--- config.mk ---
export PLATFORM = sky130hd
export DESIGN_NAME = frame_update_scheduler
export DESIGN_NICKNAME = d
export VERILOG_FILES = /design/src/rtl/frame_update_scheduler.sv
export SDC_FILE = /design/constraint.sdc
export NUM_CORES = 1
export LEC_CHECK = 0
export ABC_AREA = 1
export BUFFER_PORTS_ARGS = -buffer_cell sky130_fd_sc_hd__buf_2
export CAP_MARGIN = 5
export CORE_ASPECT_RATIO = 0.5
export CORE_MARGIN = 2
export CORE_UTILIZATION = 48
export DETAILED_ROUTE_END_ITERATION = 12
export PLACE_DENSITY = 0.77
export SLEW_MARGIN = 40
export SYNTH_ARGS = -nofsm -noshare
export SYNTH_HDL_FRONTEND = slang
export SYNTH_SLANG_ARGS = --single-unit
--- constraint.sdc ---
create_clock -name clk -period 4.2 [get_ports clk]
set_input_delay 0 -clock clk [delete_from_list [all_inputs] [get_ports clk]]
set_output_delay 0 -clock clk [all_outputs]
set_load 0.01 [all_outputs]
--- src/rtl/frame_update_scheduler.sv ---
// Per-frame sequencer: on each accepted VSYNC fall, issues position, collision and game-state
// stages in order via start/done handshakes, with speed gating, overrun and timeout reporting.
module frame_update_scheduler #(
   parameter int unsigned TIMEOUT_CYCLES = 1024,
   parameter int unsigned FCNT_W         = 16
) (
   input  logic              clk,
   input  logic              rst_n,
   input  logic              vs,
   input  logic              enable,
   input  logic [2:0]        speed,
   output logic              pos_start,
   input  logic              pos_done,
   output logic              col_start,
   input  logic              col_done,
   output logic              st_start,
   input  logic              st_done,
   output logic              busy,
   output logic              frame_tick,
   output logic [FCNT_W-1:0] frame_cnt,
   output logic              overrun,
   output logic              timeout_err,
   input  logic              clear_err
);

   localparam int unsigned WCNT_W = $clog2(TIMEOUT_CYCLES);

   typedef enum logic [1:0] {StIdle, StPos, StCol, StSt} state_e;

   state_e            state_q, state_d;
   logic              vs_d_q;
   logic [WCNT_W-1:0] wait_q, wait_d;
   logic [2:0]        skip_q, skip_d;
   logic              fall, accept, first, expired, to_set;

   always_comb begin
      fall    = vs_d_q & ~vs;
      accept  = fall && (state_q == StIdle);
      // The first cycle of a stage is the one where the wait counter is still zero.
      first   = (wait_q == '0);
      expired = (wait_q == WCNT_W'(TIMEOUT_CYCLES - 1));
      state_d = state_q;
      to_set  = 1'b0;

      unique case (state_q)
         StIdle: begin
            if (accept && enable) state_d = (skip_q == 3'd0) ? StPos : StCol;
         end
         StPos: begin
            if (!first && pos_done) begin
               state_d = StCol;
            end else if (expired) begin
               state_d = StIdle;
               to_set  = 1'b1;
            end
         end
         StCol: begin
            if (!first && col_done) begin
               state_d = StSt;
            end else if (expired) begin
               state_d = StIdle;
               to_set  = 1'b1;
            end
         end
         StSt: begin
            if (!first && st_done) begin
               state_d = StIdle;
            end else if (expired) begin
               state_d = StIdle;
               to_set  = 1'b1;
            end
         end
         default: state_d = StIdle;
      endcase

      if ((state_d != state_q) || (state_q == StIdle)) wait_d = '0;
      else                                             wait_d = wait_q + WCNT_W'(1);

      skip_d = skip_q;
      if (!enable) begin
         skip_d = 3'd0;
      end else if (accept) begin
         skip_d = (skip_q >= (3'd7 - speed)) ? 3'd0 : skip_q + 3'd1;
      end
   end

   always_ff @(posedge clk or negedge rst_n) begin
      if (!rst_n) begin
         state_q     <= StIdle;
         vs_d_q      <= 1'b1;
         wait_q      <= '0;
         skip_q      <= 3'd0;
         pos_start   <= 1'b0;
         col_start   <= 1'b0;
         st_start    <= 1'b0;
         busy        <= 1'b0;
         frame_tick  <= 1'b0;
         frame_cnt   <= '0;
         overrun     <= 1'b0;
         timeout_err <= 1'b0;
      end else begin
         state_q    <= state_d;
         vs_d_q     <= vs;
         wait_q     <= wait_d;
         skip_q     <= skip_d;
         pos_start  <= (state_d == StPos) && (state_q != StPos);
         col_start  <= (state_d == StCol) && (state_q != StCol);
         st_start   <= (state_d == StSt) && (state_q != StSt);
         busy       <= (state_d != StIdle);
         frame_tick <= accept;
         if (accept) frame_cnt <= frame_cnt + FCNT_W'(1);
         // Sticky flags: a new event in the clearing cycle wins over clear_err.
         if (fall && (state_q != StIdle)) overrun <= 1'b1;
         else if (clear_err)               overrun <= 1'b0;
         if (to_set)         timeout_err <= 1'b1;
         else if (clear_err) timeout_err <= 1'b0;
      end
   end

endmodule

==> results.md <==
* Cells after Synth at 216
* Power Dens Cells at 484 nW/um2
* Worst EP required at 4.38 ns
* Root Buffer: clkbuf_8
* Distinct cells, synth at 32
* Initial antenna violation count at 0
* P&R area growth vs syn at 17.6%
* Total nets after synthesis at 235
* Syn_area_per_cell at 9.29 um2
* Final wirelength at 3680 um
* Worst Clk Skew at 0.00309 ns
* Tcrit/Tclk final at 44.1%
* Vias after detailed routing at 1490
* Fraction of registers with async set/reset at 100%
* ANT nets after route at 0
* Worst-path clk slew at 0.07 ns
* FP Rows at 16
* Initial Util at 50.6%
* Layout fillers at 342
* Layout cell share with drive strength beyond 1 at 23.6%
* CTS sink count at 39
* Setup TNS at 0 ns
* Top sig layer: met4
* Global-route wire length before repair at 6530 um
* Max Cap Viol at 0
* H-tree Lvls at 2
* CTS tree: yes
* Core area at 3960 um2
* WHS Path Cells at 3
* Yosys reg bits at 39
* Vias/cell at 4.76
* CTS Buffer Depth at 2
* Post-layout util at 59.5%
* Skew-Pair Late Insertion Delay at 0.29 ns
* Kind of end point of the critical path: flip-flop
* Diodes inserted at 0
* Worst path depth at 10
* VDD IR max at 0.268 mV
* Crit Path Category: flip-flop to flip-flop
* Post-synth EDFFs at 0
* Area of the multi-input gates at 888 um2
* Cell taking the most area after synthesis: dfrtp_1
* Seq/Total Area, Yosys at 48.7%
* Main area contributors after synthesis: dfrtp_1 (47%), xor2_1 (6.6%), inv_1 (6.2%)
* Inst Count DP at 303
* Fin cells at 313
* Total length of routed met2 wires at 1820 um
* Resized Gates After CTS at 0
* Status: completed
* Crit-path most repeated cell: nand2_1
* Buf+Inv Stages, Crit Path at 0
* Synthesis Warnings at 0
* F_max at 540 MHz
* Unrepaired setup endpoints after global routing: false
* DIE AREA at 4740 um2
* Final Hold Fails at 0
* Vias in the first global route at 1471
* Hold Path Class: primary input to flip-flop
* Die X at 95.4 um
* FF-to-FF path depth at 10
* Worst Tran Pin Value at 0.479 ns
* Sequential cell area at 977 um2
* Num CTS Buffers at 5
* CP cell instances: ha_1, nand3_2, nor2_2, nand3b_1, nand3_1, nand2_1, o21ai_2, nand2_1, nand3_4, nor2_1
* Cell area after synthesis at 2010 um2
* Most used DFF post-synth: dfrtp_1
* GR Util All Layers at 18.2%
* Port Buffers at 33
* Crit path max fanout at 10
* Slowest-stage cell, CP: dfrtp_1
* Routability cong. at 0.885
* Met3 WL at 142 um
* WL/cell at 11.8 um
* Crit path time final at 1.85 ns
* Area share of the largest cell type after synthesis at 47.4%
* Slew Viols, Final at 0
* # setup viols final at 0
* Max_slew headroom at 68.1%
* Die height at 49.7 um
* Leak at 1.29 nW
* IO Count at 34
* DR pass1 iterations at 4
* Slowest cell delay on critical path at 0.40 ns
* Nets at 278
* GRT overflow at 0
* WP data arrival at 2.03 ns
* Detail Placement HPWL at 2720 um
* Largest net degree at the start of global routing at 40
* DRC at 0
* DR iter-0 viols at 42
* Met1 wire length at 1640 um
* Top delay family on crit path: simple AND/OR/NAND/NOR gates
* CP Launch Type: flip-flop
[stage by stage]
step	hold slack (ns)	setup slack (ns)	power, W	cell area, um2
after floorplan	-0.296	2.58	0.000776	2010
after global placement	0.122	2.47	0.000878	2240
after detailed placement	0.127	2.38	0.000891	2240
after CTS	0.0134	2.36	0.00115	2360
after global routing	0.0539	2.22	0.00122	2360
final	0.0180	2.35	0.00114	2360
[metal layers]
metal | GRT usage (%) | up-vias
met1 | 23.1 | 693
li1 | - | 755
met2 | 29.5 | 33
met5 | 0 | -
met3 | 4.43 | 9
met4 | 9.05 | 0
[logic make-up after synthesis]
family / Yosys count / share of synthesized area, %
simple gates: 95 / 24.9
flops: 39 / 48.7
buf+inv: 37 / 6.99
xor+xnor: 23 / 10.0
compound gates: 14 / 4.37
fa+ha+maj: 8 / 4.99
[worst min-delay path, stage by stage]
cell	delay, ns
buf_2	0.11
nand2_1	0.10
a21oi_1	0.07
[registers in the layout, summed over array words and instances (netlist names)]
name and cells:
busy 1, col_start 1, frame_cnt 16, frame_tick 1
overrun 1, pos_start 1, skip_q 3, st_start 1
state_q 2, timeout_err 1, vs_d_q 1, wait_q 10
[area by class of cell]
type,instances,area share (%)
Sequential cell,39,41.4
Timing Repair Buffer,36,8.38
Inverter,37,5.94
Multi-Input combinational cell,140,37.7
Tap cell,54,2.86
Clock inverter,1,0.212
Clock buffer,6,3.50
[timing repair]
action	CTS	global route
hold buffers	3	0
setup buffers	0	0
hold endpoints to repair	41	0
[layout by cell type (no fill, tap or decap), types with 3 or more instances in the layout]
cell            n
nor2_2          4
ha_1            8
inv_2           3
inv_1          33
nor2_1         26
o21ai_0         5
nand2_1        32
clkbuf_8        6
xor2_1         15
dlygate4sd3_1   3
xnor2_1         8
dfrtp_1        38
nand3_1        14
buf_2          32
[synth_stat cells (3+ instances only)]
library cell,count
inv_1,33
nor2_2,4
ha_1,8
nand2_1,32
nand3_1,14
xnor2_1,8
xor2_1,15
inv_2,3
nor2_1,26
dfrtp_1,38
o21ai_0,5
[path summary, 6_finish.rpt]
check / from / to / slack (ns)
setup / recovery: wait_q[0] / wait_q[6] / 2.35
setup reg to reg: wait_q[0] / wait_q[6] / 2.35
hold / removal: col_done / st_start / 0.02
max in group asynchronous: rst_n / vs_d_q / 3.63
min in group asynchronous: rst_n / frame_cnt[1] / 0.21
hold reg to reg: wait_q[0] / wait_q[0] / 0.50
[report_power, final]
group	switching [W]	internal, W	total (W)
clock network	0.000126	0.000129	0.000255
registers	0.0000536	0.000433	0.000487
logic	0.000262	0.000136	0.000399
Power figures use the tool's default switching activity.
